$ cat src/rtl/screensaver_pkg.sv
// ---------------------------------------------------------------------------
// screensaver_pkg
//   Shared definitions for the bouncing-sprite VGA core:
//     - default 640x480 timing and sprite constants
//     - colour index / RGB types, motion direction enum
//     - 8-entry 12-bit RGB palette (index 0 = red) and a lookup helper
//     - FLASH_FRAMES: length of the corner-hit background flash, used when
//       the core is built with SCREENSAVER_CORNER_FLASH_EN defined
// ---------------------------------------------------------------------------
package screensaver_pkg;

    localparam int DEF_H_ACTIVE = 640;
    localparam int DEF_H_FP     = 16;
    localparam int DEF_H_SYNC   = 96;
    localparam int DEF_H_BP     = 48;
    localparam int DEF_V_ACTIVE = 480;
    localparam int DEF_V_FP     = 10;
    localparam int DEF_V_SYNC   = 2;
    localparam int DEF_V_BP     = 33;

    localparam int DEF_SPRITE_W = 64;
    localparam int DEF_SPRITE_H = 32;
    localparam int DEF_SPEED    = 1;

    localparam int FLASH_FRAMES = 60;

    typedef logic [2:0]  colour_idx_t;
    typedef logic [11:0] rgb12_t;

    typedef enum logic {
        DIR_POS = 1'b0,
        DIR_NEG = 1'b1
    } dir_t;

    localparam rgb12_t PALETTE [8] = '{
        12'hF00, 12'hF80, 12'hFF0, 12'h0F0,
        12'h0FF, 12'h00F, 12'hF0F, 12'hFFF
    };

    function automatic rgb12_t palette_colour(input colour_idx_t idx);
        return PALETTE[idx];
    endfunction

endpackage

$ cat src/rtl/vga_timing.sv
// ---------------------------------------------------------------------------
// vga_timing
//   Free-running horizontal/vertical counters with combinational decode of
//   the sync windows, the active region and the frame-level strobes.
//   Ports:
//     clk, rst          pixel clock, asynchronous active-high reset
//     hcount, vcount    current counter values (0..H_TOTAL-1 / 0..V_TOTAL-1)
//     active            inside the visible area
//     hsync, vsync      active-low sync levels for the current counters
//     frame_tick        hcount==0 on the first vertical blanking line
//     frame_first       counters at (0,0), the first pixel of a frame
// ---------------------------------------------------------------------------
module vga_timing
    import screensaver_pkg::*;
#(
    parameter int H_ACTIVE = DEF_H_ACTIVE,
    parameter int H_FP     = DEF_H_FP,
    parameter int H_SYNC   = DEF_H_SYNC,
    parameter int H_BP     = DEF_H_BP,
    parameter int V_ACTIVE = DEF_V_ACTIVE,
    parameter int V_FP     = DEF_V_FP,
    parameter int V_SYNC   = DEF_V_SYNC,
    parameter int V_BP     = DEF_V_BP,
    parameter int H_TOTAL  = H_ACTIVE + H_FP + H_SYNC + H_BP,
    parameter int V_TOTAL  = V_ACTIVE + V_FP + V_SYNC + V_BP,
    parameter int HW       = $clog2(H_TOTAL),
    parameter int VW       = $clog2(V_TOTAL)
) (
    input  logic          clk,
    input  logic          rst,
    output logic [HW-1:0] hcount,
    output logic [VW-1:0] vcount,
    output logic          active,
    output logic          hsync,
    output logic          vsync,
    output logic          frame_tick,
    output logic          frame_first
);

    localparam int HS_START = H_ACTIVE + H_FP;
    localparam int HS_END   = HS_START + H_SYNC;
    localparam int VS_START = V_ACTIVE + V_FP;
    localparam int VS_END   = VS_START + V_SYNC;

    logic [HW-1:0] hcount_reg, hcount_next;
    logic [VW-1:0] vcount_reg, vcount_next;

    always_ff @(posedge clk or posedge rst) begin
        if (rst) begin
            hcount_reg <= '0;
            vcount_reg <= '0;
        end else begin
            hcount_reg <= hcount_next;
            vcount_reg <= vcount_next;
        end
    end

    always_comb begin
        hcount_next = hcount_reg + 1'b1;
        vcount_next = vcount_reg;
        if (hcount_reg == HW'(H_TOTAL - 1)) begin
            hcount_next = '0;
            if (vcount_reg == VW'(V_TOTAL - 1)) begin
                vcount_next = '0;
            end else begin
                vcount_next = vcount_reg + 1'b1;
            end
        end
    end

    // One extra bit so window ends equal to 2**W still compare correctly.
    logic [HW:0] hcount_ext;
    logic [VW:0] vcount_ext;
    assign hcount_ext = {1'b0, hcount_reg};
    assign vcount_ext = {1'b0, vcount_reg};

    assign hcount      = hcount_reg;
    assign vcount      = vcount_reg;
    assign active      = (hcount_ext < (HW+1)'(H_ACTIVE)) && (vcount_ext < (VW+1)'(V_ACTIVE));
    assign hsync       = !((hcount_ext >= (HW+1)'(HS_START)) && (hcount_ext < (HW+1)'(HS_END)));
    assign vsync       = !((vcount_ext >= (VW+1)'(VS_START)) && (vcount_ext < (VW+1)'(VS_END)));
    assign frame_tick  = (hcount_reg == '0) && (vcount_ext == (VW+1)'(V_ACTIVE));
    assign frame_first = (hcount_reg == '0) && (vcount_reg == '0);

endmodule

$ cat src/rtl/vga_bounce_core.sv
// ---------------------------------------------------------------------------
// vga_bounce_core
//   VGA timing plus a rectangular sprite bouncing off the screen edges.
//   Every frame in which the sprite hits a wall advances the palette colour
//   and the bounce counter (once per frame, corners included).
//   Ports:
//     clk_25_175     pixel clock
//     rst            asynchronous active-high reset
//     enable         motion enable, sampled once per frame at frame_tick
//     hsync, vsync   active-low syncs (registered)
//     r, g, b        4-bit colour channels (registered)
//     frame_start    one-cycle pulse with output pixel (0,0)
//     bounce_count   frames containing a wall hit, wraps at 256
//   Build option:
//     SCREENSAVER_CORNER_FLASH_EN  corner hits turn the background white
//                                  for FLASH_FRAMES frames
// ---------------------------------------------------------------------------
module vga_bounce_core
    import screensaver_pkg::*;
#(
    parameter int H_ACTIVE = DEF_H_ACTIVE,
    parameter int H_FP     = DEF_H_FP,
    parameter int H_SYNC   = DEF_H_SYNC,
    parameter int H_BP     = DEF_H_BP,
    parameter int V_ACTIVE = DEF_V_ACTIVE,
    parameter int V_FP     = DEF_V_FP,
    parameter int V_SYNC   = DEF_V_SYNC,
    parameter int V_BP     = DEF_V_BP,
    parameter int SPRITE_W = DEF_SPRITE_W,
    parameter int SPRITE_H = DEF_SPRITE_H,
    parameter int SPEED    = DEF_SPEED
) (
    input  logic       clk_25_175,
    input  logic       rst,
    input  logic       enable,
    output logic       hsync,
    output logic       vsync,
    output logic [3:0] r,
    output logic [3:0] g,
    output logic [3:0] b,
    output logic       frame_start,
    output logic [7:0] bounce_count
);

    localparam int H_TOTAL = H_ACTIVE + H_FP + H_SYNC + H_BP;
    localparam int V_TOTAL = V_ACTIVE + V_FP + V_SYNC + V_BP;
    localparam int HW      = $clog2(H_TOTAL);
    localparam int VW      = $clog2(V_TOTAL);
    localparam int XMAX    = H_ACTIVE - SPRITE_W;
    localparam int YMAX    = V_ACTIVE - SPRITE_H;
    // Common position width for both axes, one bit of headroom for pos+step.
    localparam int PW      = ((HW > VW) ? HW : VW) + 1;

    // ------------------------------------------------------------------
    // Timing
    // ------------------------------------------------------------------
    logic [HW-1:0] hcount;
    logic [VW-1:0] vcount;
    logic          active;
    logic          hsync_next;
    logic          vsync_next;
    logic          frame_tick;
    logic          frame_start_next;

    vga_timing #(
        .H_ACTIVE (H_ACTIVE),
        .H_FP     (H_FP),
        .H_SYNC   (H_SYNC),
        .H_BP     (H_BP),
        .V_ACTIVE (V_ACTIVE),
        .V_FP     (V_FP),
        .V_SYNC   (V_SYNC),
        .V_BP     (V_BP),
        .H_TOTAL  (H_TOTAL),
        .V_TOTAL  (V_TOTAL),
        .HW       (HW),
        .VW       (VW)
    ) u_timing (
        .clk         (clk_25_175),
        .rst         (rst),
        .hcount      (hcount),
        .vcount      (vcount),
        .active      (active),
        .hsync       (hsync_next),
        .vsync       (vsync_next),
        .frame_tick  (frame_tick),
        .frame_first (frame_start_next)
    );

    // ------------------------------------------------------------------
    // Motion: axis 0 = x, axis 1 = y
    // ------------------------------------------------------------------
    logic [PW-1:0] pos_reg  [2];
    logic [PW-1:0] pos_next [2];
    dir_t          dir_reg  [2];
    dir_t          dir_next [2];
    logic [1:0]    hit;

    genvar gi;
    generate
        for (gi = 0; gi < 2; gi++) begin : g_axis
            localparam logic [PW-1:0] AXIS_MAX = (gi == 0) ? PW'(XMAX) : PW'(YMAX);
            localparam logic [PW-1:0] STEP     = PW'(SPEED);

            logic [PW-1:0] axis_pos_next;
            dir_t          axis_dir_next;
            logic          axis_hit;

            // Overshoot is clamped to the wall, so the sprite always
            // touches the edge exactly on the frame it bounces.
            always_comb begin
                axis_pos_next = pos_reg[gi];
                axis_dir_next = dir_reg[gi];
                axis_hit      = 1'b0;
                if (dir_reg[gi] == DIR_POS) begin
                    if (pos_reg[gi] + STEP >= AXIS_MAX) begin
                        axis_pos_next = AXIS_MAX;
                        axis_dir_next = DIR_NEG;
                        axis_hit      = 1'b1;
                    end else begin
                        axis_pos_next = pos_reg[gi] + STEP;
                    end
                end else begin
                    if (pos_reg[gi] <= STEP) begin
                        axis_pos_next = '0;
                        axis_dir_next = DIR_POS;
                        axis_hit      = 1'b1;
                    end else begin
                        axis_pos_next = pos_reg[gi] - STEP;
                    end
                end
            end

            assign pos_next[gi] = axis_pos_next;
            assign dir_next[gi] = axis_dir_next;
            assign hit[gi]      = axis_hit;
        end
    endgenerate

    logic        move;
    logic        any_hit;
    colour_idx_t colour_reg;
    logic [7:0]  bounce_reg;

    assign move    = frame_tick && enable;
    assign any_hit = |hit;

    always_ff @(posedge clk_25_175 or posedge rst) begin
        if (rst) begin
            for (int i = 0; i < 2; i++) begin
                pos_reg[i] <= '0;
                dir_reg[i] <= DIR_POS;
            end
            colour_reg <= '0;
            bounce_reg <= '0;
        end else if (move) begin
            for (int i = 0; i < 2; i++) begin
                pos_reg[i] <= pos_next[i];
                dir_reg[i] <= dir_next[i];
            end
            if (any_hit) begin
                colour_reg <= colour_reg + 1'b1;
                bounce_reg <= bounce_reg + 1'b1;
            end
        end
    end

    // ------------------------------------------------------------------
    // Corner flash
    // ------------------------------------------------------------------
    logic flash_on;

`ifdef SCREENSAVER_CORNER_FLASH_EN
    logic [5:0] flash_reg;

    // Counts down every frame even while motion is frozen; a fresh
    // corner hit restarts the count.
    always_ff @(posedge clk_25_175 or posedge rst) begin
        if (rst) begin
            flash_reg <= '0;
        end else if (frame_tick) begin
            if (move && (&hit)) begin
                flash_reg <= 6'(FLASH_FRAMES);
            end else if (flash_reg != '0) begin
                flash_reg <= flash_reg - 1'b1;
            end
        end
    end

    assign flash_on = (flash_reg != '0);
`else
    assign flash_on = 1'b0;
`endif

    // ------------------------------------------------------------------
    // Pixel generation
    // ------------------------------------------------------------------
    logic [PW-1:0] hpos;
    logic [PW-1:0] vpos;
    logic          in_sprite;
    rgb12_t        pixel_next;

    assign hpos = PW'(hcount);
    assign vpos = PW'(vcount);

    assign in_sprite = (hpos >= pos_reg[0]) && (hpos < pos_reg[0] + PW'(SPRITE_W)) &&
                       (vpos >= pos_reg[1]) && (vpos < pos_reg[1] + PW'(SPRITE_H));

    always_comb begin
        pixel_next = '0;
        if (active) begin
            if (in_sprite) begin
                pixel_next = palette_colour(colour_reg);
            end else if (flash_on) begin
                pixel_next = 12'hFFF;
            end
        end
    end

    // ------------------------------------------------------------------
    // Output registers: syncs, colour and frame_start share one cycle of
    // latency from the counters so they stay mutually aligned.
    // ------------------------------------------------------------------
    logic   hsync_reg;
    logic   vsync_reg;
    logic   frame_start_reg;
    rgb12_t rgb_reg;

    always_ff @(posedge clk_25_175 or posedge rst) begin
        if (rst) begin
            hsync_reg       <= 1'b1;
            vsync_reg       <= 1'b1;
            frame_start_reg <= 1'b0;
            rgb_reg         <= '0;
        end else begin
            hsync_reg       <= hsync_next;
            vsync_reg       <= vsync_next;
            frame_start_reg <= frame_start_next;
            rgb_reg         <= pixel_next;
        end
    end

    assign hsync        = hsync_reg;
    assign vsync        = vsync_reg;
    assign frame_start  = frame_start_reg;
    assign r            = rgb_reg[11:8];
    assign g            = rgb_reg[7:4];
    assign b            = rgb_reg[3:0];
    assign bounce_count = bounce_reg;

endmodule

$ cat config.mk
export PLATFORM = sky130hd
export DESIGN_NAME = vga_bounce_core
export DESIGN_NICKNAME = d
export VERILOG_FILES = /design/src/rtl/screensaver_pkg.sv /design/src/rtl/vga_timing.sv /design/src/rtl/vga_bounce_core.sv
export SDC_FILE = /design/constraint.sdc
export NUM_CORES = 1
export LEC_CHECK = 0
export ABC_AREA = 1
export BUFFER_PORTS_ARGS = -buffer_cell sky130_fd_sc_hd__buf_2
export CAP_MARGIN = 20
export CORE_UTILIZATION = 45
export CTS_CLUSTER_SIZE = 28
export DETAILED_ROUTE_END_ITERATION = 10
export PLACE_DENSITY_LB_ADDON = 0.05
export RECOVER_POWER = 50
export SYNTH_ARGS = -nofsm -noshare
export SYNTH_HDL_FRONTEND = slang
export SYNTH_HIERARCHICAL = 1
export SYNTH_SLANG_ARGS = --single-unit
$ cat constraint.sdc
create_clock -name clk_25_175 -period 1.96 [get_ports clk_25_175]
set_clock_uncertainty 0.05 [all_clocks]
set_input_delay 0.392 -clock clk_25_175 [delete_from_list [all_inputs] [get_ports clk_25_175]]
set_output_delay 0.392 -clock clk_25_175 [all_outputs]
set_load 0.01 [all_outputs]
After elaboration in Yosys (flattened, before gate mapping)
Memories as Yosys holds them, arrays and structs flattened.
Index checks and enable logic that the tools add are counted.
Word-level totals
  flip-flop bits (word level): 70
  memories kept: 1
  ROM bits: 96
  input port bits: 3
  bits in latches: 0
  output and inout bits: 23
  bits in writable memories: 0
Memory list
  (name not given): depth 8, bits a word 12, rd ports 1, clocked after Yosys merged registers in 0, write ports 0, line screensaver_pkg.sv:41  | return PALETTE[idx];
Cells by class
  equal/unequal tests: 3
  muxes and demuxes: 22
  $add $sub $neg: 10
  multipliers: 0
  shift operators: 0
  $lt $le $gt $ge: 15
  bitwise gates (word level): 1
  divide/modulo/power cells: 0
  reduce and logical (&&, ||, !) cells: 15
Operator list (number)
  $mux W11: 6
  $mux W12: 4
  $add A11 B1 Y11 const B: 2
  $ge A10 B11 Y1: 2
  $le A11 B1 Y1 const B: 2
  $lt A10 B11 Y1: 2
  $sub A11 B1 Y11 const B: 2
  $add A10 B1 Y10 const B: 2
  $eq A10 B10 Y1 const B: 2
  $logic_not A10 Y1: 2
  $lt A10 B10 Y1 const B: 2
  $lt A10 B9 Y1 const B: 2
  $mux W10: 2
  $add A11 B6 Y11 const B: 1
  $add A11 B7 Y11 const B: 1
  $ge A11 B10 Y1 const B: 1
  $ge A11 B9 Y1 const B: 1
  $eq A10 B9 Y1 const B: 1
  $ge A10 B10 Y1 const B: 1
  $ge A10 B9 Y1 const B: 1
  $mux W1: 10
  $logic_and A1 B1 Y1: 9
  $add A8 B1 Y8 const B: 1
  $ge A4 B4 Y1 const B: 1
  other kinds (5): 6

Logic depth before layout (Yosys ltp)
  word-level depth: 7
  depth in mapped cells: 15

Cells and area by module
Netlist, hierarchy kept.
By module, submodules not included
  vga_bounce_core: area an instance 3759.9 um^2, instances 1, cells each 530
  vga_timing: area an instance 1293.7 um^2, instances 1, cells each 159

Least setup slack after synthesis
Ideal clock, no wire load.
  path kind: register to register
  start point: reg u_timing.vcount_reg[0], in the netlist u_timing/vcount[0]
  end point: reg pos_reg[1] (netlist bit)
  arrival time: 1.971 ns
  setup slack: -0.144 ns
  path buffers: 2
  cell stages (with the launch flop): 13
  required time: 1.827 ns
  clock period less this slack: 2.104 ns
  cell sequence: dfrtp_1 > inv_1 > ha_1 > inv_1 > nor3_1 > nand4_1 > nor2_1 > nand2_1 > inv_1 > clkbuf_1 > buf_1 > o211ai_1 > o21ai_0
Between the ends
  longest elaborated chain between the ends: 3
Ends and longest elaborated chain
  from (decl): line vga_timing.sv:46  | logic [VW-1:0] vcount_reg, vcount_next;
  from (signal assigned): line vga_timing.sv:54  | vcount_reg <= vcount_next;
  $eq A10 B9 Y1: line vga_timing.sv:82  | assign frame_tick = (hcount_reg == '0) && (vcount_ext == (VW+1)'(V_ACTIVE));
  $logic_and A1 B1 Y1: line vga_timing.sv:82
  net frame_tick: line vga_bounce_core.sv:62  | logic frame_tick;
  $logic_and A1 B1 Y1: line vga_bounce_core.sv:145  | assign move = frame_tick && enable;
  to (signal, indexed assignment): line vga_bounce_core.sv:158  | pos_reg[i] <= pos_next[i];
  to (decl): line vga_bounce_core.sv:93  | logic [PW-1:0] pos_reg [2];
The timed path passes the listed nets, and every way through them passes these cells.
A chain may end at the register's enable or synchronous reset.

Worst setup path after layout
  start point: reg pos_reg[5] (netlist bit)
  end point: reg rgb_reg[3]
Between the ends
  longest elaborated chain between the ends: 5
  elaborated cells on any way between the ends: 7
  classes of those cells: add/sub: 1; order compare: 2; mux: 2; reduce/logical: 2
Ends and longest elaborated chain
  $add A11 B6 Y11 / $ge A10 B11 Y1 (equally long branches): line vga_bounce_core.sv:207  | (vpos >= pos_reg[1]) && (vpos < pos_reg[1] + PW'(SPRITE_H));
  $lt A10 B11 Y1 / $logic_and A1 B1 Y1 (equally long branches): line vga_bounce_core.sv:207, vga_bounce_core.sv:206
  $logic_and A1 B1 Y1 (*): line vga_bounce_core.sv:207
  $mux W12 (*): line vga_bounce_core.sv:212  | if (in_sprite) begin
  $mux W12 (*): line vga_bounce_core.sv:211  | if (active) begin
  to (signal assigned): line vga_bounce_core.sv:239  | rgb_reg <= pixel_next;
  to (decl): line vga_bounce_core.sv:227  | rgb12_t rgb_reg;
Mark *: on every way between the ends. The rest lies on a longest branch, timed or not.

==> flow_summary.yaml <==
die:
  start_util_pct: 46.41
  die-area_sq_um: 11660
  die_height_microns: 108.0
  core_sq_um: 10890
  ios: 26
  rows: 38
  dieWidth_microns: 108.0
run:
  maxCapViolCount: 0
critical_path:
  cp-startpoint: "pos_reg[5]$_DFFE_PP0P_"
  crit_slowest_cell: "dfrtp_1"
  worst_setup_path_start_kind: "register"
  cp_cell_sequence: "ha_2 -> nand2_2 -> buf_4 -> buf_4 -> nand2_1 -> ha_1 -> nand2_1 -> inv_1 -> nand4_1 -> o211ai_1 -> nor2_1 -> nand2_2 -> nor2_1"
  reg2reg_depth: 13
  crit_end: "rgb_reg[3]$_DFF_PP0_"
  cp-end-kind: "register"
  worst-path-max-fanout: 4
  critPathKind: "reg -> reg"
  reg2reg_to: "rgb_reg[3]$_DFF_PP0_"
  regToRegSetupSlack_ns: -0.03
  r2r_start: "pos_reg[5]$_DFFE_PP0P_"
  critPathRequiredTime_ns: 2.21
  arrival_ns: 2.23
  critPathMaxStageDelay_ns: 0.42
finish:
  final_nets: 864
  most-common-layout-cells: "152 x nand2_1, 97 x buf_4, 70 x nor2_1"
  n_antenna_cell: 0
  largest_reg_flops: 22
  final_common_cell: "nand2_1"
  syn_to_final_growth_pct: 31.52
  final_core_util_pct: 61.04
  drive_above_1_share_pct: 31.62
  nFillCells: 992
clock_network:
  numCtsBuffers: 9
  root_buffer: "clkbuf_8"
  clock_latency_ns: 0.37
  clk_pin_slew_ns: 0.08
  cts_tree: "yes"
  htree_levels: 3
  cts_buffer_depth: 2
  clock-sinks: 62
yosys:
  yosysWarnings: 6
  seq_area_frac_synth_pct: 30.75
  syn-cell-area_sq_um: 5054
  netlist_instances: 689
  ys_async_sr_fraction_pct: 100.0
  synth_ff_type: "dfrtp_1"
  ys_ff_latch: 62
  syn_nets: 738
  ys_types: 43
  avgSynthCellArea_sq_um: 7.335
  synth-edff-count: 0
sta:
  finalSetupViolations: 10
  slew_viol_final: 0
  finalWorstSetupSlack_ns: -0.02875
  finalCriticalPeriod_ns: 1.989
  worst_slew_pin_slew_ns: 1.071
  finalCritPeriodShare_pct: 101.5
  hold_violations: 0
  fmax_mhz: 502.8
  relSlewSlack_pct: 28.58
  rsz0062_at_grt: "yes"
global_routing:
  grt_overflow: 0
  grt_max_degree: 43
  grt_pass1_wl_microns: 22000
  antenna_found_initial: 0
  grt_pass1_vias: 4627
  track_usage_pct: 24.57
power:
  leakage_nw: 3.498
  power_density_nw_per_um2: 380.7
  vdd_drop_max_v: 0.0003242
run_status:
  outcome: "finished, violations left"
  violations: "negative setup slack"
placement:
  numPortBuffers: 25
  place.gp.congestion: 0.8840
  dpl_worst_slack_ns: -0.1714
  dp_hpwl_microns: 10010
hold_path:
  hp-start: "u_timing/hcount[0]$_DFF_PP0_"
  holdCritPathClass: "reg -> reg"
routing:
  drc: 0
  dr_total_vias: 4992
  first_iter_violations: 320
  ant_nets: 0
  dr.pass1.iters: 5
  wl_per_cell_microns: 14.32
  wl_microns: 13730
  avgViaCountPerCell: 5.205
## synthesized netlist by cell type, types with 3 or more instances
cell | instances | area (sq um)
o21ai_1 | 3 | 15.01
clkbuf_1 | 4 | 15.01
nand2_2 | 11 | 68.82
nor3_1 | 9 | 45.04
a21oi_1 | 30 | 150.1
nand4_1 | 22 | 137.6
inv_1 | 67 | 251.5
ha_1 | 46 | 575.6
nand3_1 | 48 | 240.2
o211ai_1 | 6 | 45.04
buf_4 | 11 | 82.58
nor2_1 | 77 | 289.0
nor2_2 | 11 | 68.82
a22oi_1 | 7 | 52.55
o21ai_0 | 33 | 165.2
nand2_1 | 161 | 604.3
inv_2 | 8 | 30.03
a31oi_1 | 3 | 18.77
nand3_2 | 4 | 40.04
dfrtp_1 | 60 | 1501
nor2_4 | 5 | 56.30
xor2_1 | 33 | 289.0
## routing by layer
layer  wire length [microns]  global-route usage [%]  share of wire, %  vias to the layer above
met2                    6676                   40.31                49                      101
met1                    6409                   32.72                47                     2362
met5                       0                       0                 0                        -
met3                     492                   4.762               3.6                       12
li1                        -                       -                 -                     2517
met4                     150                   7.143               1.1                        0
## per-stage QoR
stage	hold WS, ns	setup TNS [ns]	instance area (sq um)	cells	total power (W)
global placement	0.4084	-1.434	5922	922	0.001343
detailed placement	0.4075	-3.604	5922	922	0.001343
CTS	0.4491	-0.07194	6316	946	0.002574
floorplan	0.3058	0	5059	689	0.001322
finish	0.4425	-0.1333	6646	959	0.002530
global route	0.4623	-2.419	6646	959	0.002622
## worst min-delay path by stage
stage	endpoint	slack, ns	cells past startpoint
after CTS	u_timing/hcount[0]$_DFF_PP0_	0.45	1
after global placement	u_timing/vcount[5]$_DFFE_PP0N_	0.41	3
after global routing	u_timing/hcount[0]$_DFF_PP0_	0.46	1
after floorplan	u_timing/hcount[0]$_DFF_PP0_	0.31	1
after detailed placement	u_timing/vcount[6]$_DFFE_PP0N_	0.41	3
final	u_timing/hcount[0]$_DFF_PP0_	0.44	1
## where the power goes
part           leakage (nW)  total (W)  switching [W]  internal (W)
registers             0.769    0.00128              0       0.00128
logic                  2.63  0.0000327      0.0000286    0.00000410
clock network         0.102    0.00122       0.000568      0.000651
total                  3.50    0.00253       0.000597       0.00193
## repair_timing
item                       4_1_cts  5_1_grt
gates cloned                     0        2
hold endpoints to repair        14        0
buffers inserted                 8       11
pin swaps                       22       34
hold buffers                     1        0
setup endpoints to repair       34       38
gates resized for setup         37       64
## kinds of logic (layout without fill, tap and decap cells)
family          after synthesis  count (layout)  synth area share [%]
compound gates               91              91                 10.32
flops                        62              62                 30.75
fa+ha+maj                    46              46                 11.39
xor+xnor                     35              35                 6.066
simple gates                359             359                 33.18
buf+inv                      96             226                 8.294
## final cells by class
type                       instances  area (sq um)  share of cell area (%)
clock buffer                      12         155.1                   2.334
clock inverter                     3         43.79                  0.6589
inverter                          75         284.0                   4.273
multi-input combinational        531          3371                   50.72
sequential                        62          1559                   23.46
tap                              140         175.2                   2.636
timing repair buffer             136          1059                   15.93
## worst max-delay path: cells and delay by family (launching register included)
family | cells | cell delay, ns
AOI/OAI and AO/OA | 1 | 0.08
adders and majority gates | 2 | 0.47
buffers and inverters | 3 | 0.25
DFF | 1 | 0.42
and+or+nand+nor | 7 | 0.64
Note: power is estimated with default switching activity, not from simulation.
